[src/rtl/fb_write_buffer.sv]
// Posted-write FIFO between the CPU frame-buffer store port and the frame-buffer RAM,
// draining only on display grant. Optional store coalescing: FB_WRITE_COALESCE_EN.
module fb_write_buffer #(
  parameter int DEPTH  = 8,
  parameter int ADDR_W = 16,
  parameter int DATA_W = 12
) (
  input  logic                     clock,
  input  logic                     reset,
  input  logic                     cpu_fb_en,
  input  logic                     cpu_mem_wen,
  input  logic [ADDR_W-1:0]        cpu_addr,
  input  logic [DATA_W-1:0]        cpu_wdata,
  output logic                     cpu_stall_req,
  input  logic                     flush_req,
  output logic                     flush_done,
  input  logic                     fb_grant,
  output logic                     fb_wen,
  output logic [ADDR_W-1:0]        fb_addr,
  output logic [DATA_W-1:0]        fb_wdata,
  output logic [$clog2(DEPTH):0]   count,
  output logic                     overflow_err
);
  localparam int AW = $clog2(DEPTH);
  localparam int CW = AW + 1;
  localparam logic [CW-1:0] FULL = CW'(DEPTH);
  localparam logic [CW-1:0] CNT1 = CW'(1);
  localparam logic [AW-1:0] PTR1 = AW'(1);

  typedef struct packed {
    logic [ADDR_W-1:0] addr;
    logic [DATA_W-1:0] data;
  } entry_t;

  typedef enum logic [1:0] {EMPTY, ACTIVE, FLUSH} state_t;

  entry_t        mem [DEPTH];
  logic [AW-1:0] head, tail;
  state_t        state, state_nx;
  logic [CW-1:0] count_nx;
  logic          store, read, empty, full, flushing, accept, coal, push, drop;

  always_comb begin
    store    = cpu_fb_en & cpu_mem_wen;
    read     = cpu_fb_en & ~cpu_mem_wen;
    empty    = (count == '0);
    full     = (count == FULL);
    flushing = (state == FLUSH);
    fb_wen   = ~empty & fb_grant;
    // flush_req wins over a same-cycle store, which stays held by the stall
    accept   = store & ~flushing & ~flush_req;
`ifdef FB_WRITE_COALESCE_EN
    // newest entry is only safe to patch if it is not leaving this cycle
    coal     = accept & ~empty & (mem[tail - PTR1].addr == cpu_addr) &
               ~((count == CNT1) & fb_wen);
`else
    coal     = 1'b0;
`endif
    push     = accept & ~coal & (~full | fb_wen);
    drop     = accept & ~coal & full & ~fb_wen;
    cpu_stall_req = (store & full & ~fb_wen & ~coal) | (read & ~empty) |
                    flushing | (store & flush_req);
    fb_addr  = empty ? '0 : mem[head].addr;
    fb_wdata = empty ? '0 : mem[head].data;
    unique case ({push, fb_wen})
      2'b10:   count_nx = count + CNT1;
      2'b01:   count_nx = count - CNT1;
      default: count_nx = count;
    endcase
  end

  always_comb begin
    state_nx = state;
    unique case (state)
      EMPTY, ACTIVE: begin
        if (flush_req)            state_nx = FLUSH;
        else if (count_nx != '0)  state_nx = ACTIVE;
        else                      state_nx = EMPTY;
      end
      FLUSH:   if (empty) state_nx = EMPTY;
      default: state_nx = EMPTY;
    endcase
  end

  always_ff @(posedge clock) begin
    if (reset) begin
      head         <= '0;
      tail         <= '0;
      count        <= '0;
      state        <= EMPTY;
      flush_done   <= 1'b0;
      overflow_err <= 1'b0;
    end else begin
      if (push)   tail <= tail + PTR1;
      if (fb_wen) head <= head + PTR1;
      count      <= count_nx;
      state      <= state_nx;
      flush_done <= flushing & empty;
      if (drop) overflow_err <= 1'b1;
    end
  end

  // storage needs no reset: pointers and count define what is valid
  always_ff @(posedge clock) begin
    if (push) mem[tail] <= '{addr: cpu_addr, data: cpu_wdata};
    if (coal) mem[tail - PTR1].data <= cpu_wdata;
  end
endmodule

[config.mk]
export PLATFORM = sky130hd
export DESIGN_NAME = fb_write_buffer
export DESIGN_NICKNAME = d
export VERILOG_FILES = /design/src/rtl/fb_write_buffer.sv
export SDC_FILE = /design/constraint.sdc
export NUM_CORES = 1
export LEC_CHECK = 0
export CAP_MARGIN = 10
export CORE_MARGIN = 4
export CORE_UTILIZATION = 45
export CTS_BUF_LIST = sky130_fd_sc_hd__clkbuf_8
export DETAILED_ROUTE_END_ITERATION = 10
export HOLD_SLACK_MARGIN = 0.03
export SYNTH_ARGS = -nofsm -noshare
export SYNTH_HDL_FRONTEND = slang
export SYNTH_SLANG_ARGS = --single-unit
[constraint.sdc]
create_clock -name clock -period 10.9 [get_ports clock]
set_clock_uncertainty 0.2 [all_clocks]
set_input_delay 2.18 -clock clock [delete_from_list [all_inputs] [get_ports clock]]
set_output_delay 2.18 -clock clock [all_outputs]
set_load 0.005 [all_outputs]
==> flow_summary.json, run 1 <==
{
  "fill_cells": 1607,
  "dp_slack_ns": 4.60,
  "pin_count": 70,
  "ir_worst_vdd_mv": 0.147,
  "insertion_delay_ns": 0.51,
  "crit_path_start_kind": "primary input",
  "setup_tns_ns": 0,
  "grt_use_total_pct": 16.1,
  "yosysTopAreaCell": "edfxtp_1",
  "hold_class": "reg2reg",
  "min_period_ns": 6.32,
  "hold_viol_final": 0,
  "initial_core_util_pct": 45.8,
  "cp.arrival_ns": 3.94,
  "wirelength_um": 17700,
  "vias": 4527,
  "nets": 585,
  "timing_worst_setup_path_type": "in2out",
  "cts_tree": "done",
  "grt_pass1_wl_um": 27500,
  "crit_family": "buffers and inverters",
  "dominantRegCellSynth": "edfxtp_1",
  "sw_frac_of_total_pct": 25.8,
  "area_growth_syn_to_layout_pct": 19.0,
  "intPower_w": 0.00168,
  "finalWorstSetupSlack_ns": 4.58,
  "numCtsBuffers": 39,
  "p_leak_nw": 3.42,
  "synth_edf_count": 224,
  "worst_pin_slew_ns": 1.06,
  "combPwrFrac_pct": 23.5,
  "wl_per_cell_um": 21.0,
  "power_frac_seq_pct": 46.5,
  "slew-limit-headroom_pct": 28.9,
  "dieArea_mm2": 0.0229,
  "coreArea_mm2": 0.0202,
  "yosys.area.top_type_share_pct": 72.6,
  "postCtsSetupRepairBufs": 0,
  "hold_depth": 1,
  "yosysWarningCount": 0,
  "holdBufCountCts": 0,
  "reg2reg_from": "count[0]",
  "die_h_um": 151,
  "crit_cells": 6,
  "finalPower_w": 0.00227,
  "required_ns": 8.52,
  "critPathBufInv": 2,
  "reg2reg_slack_ns": 7.66,
  "power_density_mw_per_mm2": 206,
  "hold_end": "state[0]",
  "switchingPower_w": 0.000585,
  "syn-instance-count": 449,
  "critPathMaxStageDelay_ns": 0.57,
  "postSynthNetCount": 486,
  "diodes": 0,
  "crit_chain": "clkdlybuf4s50_1 -> and4bb_2 -> o21ai_0 -> o21ai_0 -> a21o_1 -> clkdlybuf4s50_1",
  "fmaxAchievable_mhz": 158,
  "num_rows": 52,
  "clkTransAtPathRegs_ns": 0.06,
  "initialDrtViolationCount": 260,
  "worst-r2r-cell-count": 6,
  "max_cap_violations": 0,
  "cp-end-kind": "output port",
  "slew_violations": 0,
  "period_share_pct": 58.0,
  "synth_top_cells_by_count": "edfxtp_1, mux4_2, nor2_1",
  "routabilityCongestion": 0.841,
  "worstHoldStart": "state[1]",
  "dr.pass1.iters": 4,
  "clk_root_buffer_cell": "clkbuf_8",
  "setup_viol": 0,
  "ys_types": 31,
  "rsz0062_at_grt": "no",
  "grt_overflow": 0,
  "dp_hpwl_um": 9630,
  "port-buffer-count": 69,
  "ctsResizeCount": 0,
  "postRouteAntennaNets": 0,
  "placedCellCount": 777,
  "die_x_um": 151,
  "final_cell_count_no_fill": 844,
  "grt_antenna_before_repair": 0,
  "grt_max_degree": 51,
  "synth_most_common_cell": "edfxtp_1",
  "p_clk_share_pct": 30.1,
  "crit_path_top_delay_cell": "clkdlybuf4s50_1",
  "htree_levels": 2,
  "drcViolationCount": 0,
  "holdWs_ns": 0.261,
  "ys_async_sr_fraction_pct": 0,
  "ys_top_cells_by_area": "edfxtp_1, mux4_2, dfxtp_1, mux2i_1, nor2_1",
  "status": "complete, no violations",
  "grt_pass1_vias": 4973,
  "drive_above_1_share_pct": 22.0,
  "vias_per_cell": 5.36,
  "yosys_register_bits": 241,
  "mappedNetlistArea_mm2": 0.00926,
  "r2r_end": "mem[2][2]",
  "critPathMaxFanout": 5,
  "clk_path_buf_depth": 3,
  "cts.sinks": 241,
  "synth-seq-area-share_pct": 76.3,
  "avgSynthCellArea_um2": 20.6
}
## state kept, by name (all words and copies together) (netlist names), named ones only
register,flops
overflow_err,1
mem,224
tail,3
state,2
count,4
flush_done,1
head,3
## kinds of logic after synthesis
logic type,after synthesis,share of synthesized area [%]
xor gates and xnor gates,7,0.662
DFF,241,76.3
muxes,86,16.9
adders and majority gates,3,0.405
AOI/OAI and AO/OA,14,1.00
buffers and inverters,22,0.986
and+or+nand+nor,76,3.78
## area by class of cell
| class | count | area [µm²] | area share (%) |
|---|---|---|---|
| clock inverters | 24 | 93.8 | 0.851 |
| repair buffers | 78 | 758 | 6.88 |
| inverters | 2 | 10.0 | 0.0908 |
| well taps | 270 | 338 | 3.06 |
| multi-input cells | 186 | 2160 | 19.6 |
| flip-flops and latches | 241 | 7070 | 64.2 |
| clock buffers | 43 | 592 | 5.37 |
## power by group through the flow
stage | Sequential, W | Combinational [W] | Clock [W]
floorplan | 0.00106 | 0.000312 | 0
global placement | 0.00107 | 0.000540 | 0
detailed placement | 0.00107 | 0.000543 | 0
CTS | 0.00105 | 0.000547 | 0.000705
global route | 0.00106 | 0.000583 | 0.000746
finish | 0.00105 | 0.000532 | 0.000681
## routing by layer
metal | GRT usage [%] | wire [µm] | vias up
li1 | - | - | 2030
met1 | 20.7 | 7350 | 2332
met2 | 27.5 | 8980 | 128
met3 | 3.75 | 1030 | 37
met4 | 5.21 | 373 | 0
met5 | 0 | 0 | -
## worst max path at each step
stage,start,end,slack [ns]
2_1_floorplan,flush_req,mem[0][0],4.80
4_1_cts,fb_grant,cpu_stall_req,4.59
3_5_place_dp,fb_grant,cpu_stall_req,4.60
3_3_place_gp,fb_grant,cpu_stall_req,4.59
5_1_grt,fb_grant,cpu_stall_req,4.49
6_report,fb_grant,cpu_stall_req,4.58
## placed cells by master (no fill, tap or decap), types with 6 or more instances in the layout
cell and n:
mux4_2 56, a21oi_1 6, edfxtp_1 224, inv_1 17, dfxtp_1 14, clkdlybuf4s50_1 69
buf_4 9, clkinv_1 7, clkbuf_8 43, mux2i_1 30, nand2_1 13, nor2_1 40
## per-stage QoR
| stage | util, % | area [µm²] |
|---|---|---|
| finish | 54.5 | 11000 |
| global placement | 51.1 | 10300 |
| floorplan | - | 9260 |
| CTS | 54.5 | 11000 |
| global route | 54.5 | 11000 |
| detailed placement | 51.1 | 10300 |
No activity file was read; power rests on OpenSTA's default activity.
==> run 2, diff against run 1 <==
--- a/config.mk
+++ b/config.mk
@@ -11,6 +11,7 @@
 export CTS_BUF_LIST = sky130_fd_sc_hd__clkbuf_8
 export DETAILED_ROUTE_END_ITERATION = 10
 export HOLD_SLACK_MARGIN = 0.03
+export PLACE_DENSITY = 0.66
 export SYNTH_ARGS = -nofsm -noshare
 export SYNTH_HDL_FRONTEND = slang
 export SYNTH_SLANG_ARGS = --single-unit
==> constraint.sdc (replaced) <==
create_clock -name clock -period 5.4 [get_ports clock]
set_clock_uncertainty 0.2 [all_clocks]
set_input_delay 1.08 -clock clock [delete_from_list [all_inputs] [get_ports clock]]
set_output_delay 1.08 -clock clock [all_outputs]
set_load 0.005 [all_outputs]
==> run 2 against run 1 <==
Against the previous run: clock power increased by 110%; utilization increased by 0.27 points; register-to-register slack got worse by 5.4 ns; sequential share of layout area decreased by 0.31 points; global-route usage decreased by 0.19 points; critical path depth decreased by 1.
==> flow_summary.json, run 2 (synthesis results as in run 1) <==
{
  "intPower_w": 0.00343,
  "routabilityCongestion": 0.811,
  "cp-end-kind": "output port",
  "setup_viol": 0,
  "sw_frac_of_total_pct": 26.0,
  "min_period_ns": 4.29,
  "coreArea_mm2": 0.0202,
  "crit_cells": 5,
  "initialDrtViolationCount": 397,
  "largest_reg_flops": 224,
  "grt_pass1_vias": 5121,
  "vias": 4544,
  "postCtsSetupRepairBufs": 0,
  "hold_class": "reg2reg",
  "grt_overflow": 0,
  "dr.pass1.iters": 4,
  "grt_use_total_pct": 16.0,
  "final_util_pct": 54.7,
  "crit_path_start_kind": "flip-flop",
  "slew_violations": 0,
  "drcViolationCount": 0,
  "holdBufCountCts": 0,
  "cts.sinks": 241,
  "cts_tree": "done",
  "finalPower_w": 0.00464,
  "critPathMaxFanout": 38,
  "largestRegisters": "mem x224, count x4",
  "area_growth_syn_to_layout_pct": 19.6,
  "cp.arrival_ns": 3.01,
  "slew-limit-headroom_pct": 27.5,
  "worst_pin_slew_ns": 1.09,
  "initial_core_util_pct": 45.8,
  "worst-r2r-cell-count": 5,
  "drive_above_1_share_pct": 22.6,
  "fmaxAchievable_mhz": 233,
  "dieArea_mm2": 0.0229,
  "top_register": "mem",
  "switchingPower_w": 0.00121,
  "wirelength_um": 17700,
  "hold_viol_final": 0,
  "hold_depth": 1,
  "multiInputGateArea_mm2": 0.00216,
  "insertion_delay_ns": 0.51,
  "grt_max_degree": 48,
  "status": "complete, no violations",
  "vias_per_cell": 5.35,
  "layout_commonest_cell": "edfxtp_1",
  "critPathBufInv": 2,
  "p_clk_share_pct": 30.6,
  "die_h_um": 151,
  "final_cell_mix": "edfxtp_1, clkdlybuf4s50_1, mux4_2",
  "ir_worst_vdd_mv": 0.350,
  "required_ns": 4.12,
  "critPathMaxStageDelay_ns": 0.86,
  "numCtsBuffers": 39,
  "period_share_pct": 79.5,
  "power_frac_seq_pct": 47.0,
  "pin_count": 70,
  "rsz0062_at_grt": "no",
  "combPwrFrac_pct": 22.4,
  "clk_root_buffer_cell": "clkbuf_8",
  "fill_cells": 1539,
  "grt_antenna_before_repair": 0,
  "crit_chain": "buf_4 -> mux4_2 -> mux2i_1 -> nor2_1 -> clkdlybuf4s50_1",
  "crit_family": "flip-flops",
  "reg2reg_slack_ns": 2.30,
  "power_density_mw_per_mm2": 419,
  "setup_tns_ns": 0,
  "die_x_um": 151,
  "dp_hpwl_um": 10200,
  "htree_levels": 2,
  "diodes": 0,
  "port-buffer-count": 69,
  "wl_per_cell_um": 20.8,
  "clk_path_buf_depth": 3,
  "nets": 588,
  "crit_path_top_delay_cell": "dfxtp_4",
  "max_cap_violations": 0,
  "timing_worst_setup_path_type": "reg2out",
  "clkTransAtPathRegs_ns": 0.06,
  "p_leak_nw": 3.45,
  "ctsResizeCount": 0,
  "postRouteAntennaNets": 0,
  "num_rows": 52,
  "seq_area_mm2": 0.00707,
  "grt_pass1_wl_um": 27500
}
==> run 2: changes by cell type in the layout (fill, tap and decap cells not counted), sizes merged <==
cell / delta
buf: +3
bufinv: +1
clkbuf: -2
clkinv: +7
clkinvlp: -1
inv: -2
==> run 2: metrics by stage <==
stage	hold slack (ns)	instances	area (µm²)	worst slack, ns
2_1_floorplan	0.216	449	9260	0.399
3_3_place_gp	0.245	780	10400	1.30
3_5_place_dp	0.245	780	10400	1.19
4_1_cts	0.275	850	11100	0.949
5_1_grt	0.285	850	11100	0.830
6_report	0.283	850	11100	1.11
==> run 2: worst paths after layout <==
check                 start         end
setup / recovery  flip-flop  fb_addr[6]
hold / removal     state[1]    state[0]
setup reg to reg   count[0]   mem[3][0]
hold reg to reg    state[1]    state[0]
==> run 2: layout make-up <==
type,count,area share (%)
Timing Repair Buffer,81,7.16
Clock buffer,41,5.09
Inverter,2,0.0904
Clock inverter,29,1.27
Multi-Input combinational cell,186,19.5
Tap cell,270,3.05
Sequential cell,241,63.9
==> run 2: power by group through the flow <==
stage	logic, W	registers, W	clock network, W
global route	0.00113	0.00220	0.00155
CTS	0.00107	0.00219	0.00146
detailed placement	0.00106	0.00222	0
finish	0.00104	0.00218	0.00142
floorplan	0.000631	0.00214	0
global placement	0.00104	0.00222	0
==> run 2: per-layer routing <==
layer,share of wire [%],GRT usage [%],up-vias
met5,0,0,-
met3,6.6,3.96,35
li1,-,-,2034
met1,40,20.1,2329
met2,51,27.3,146
met4,2.1,5.17,0
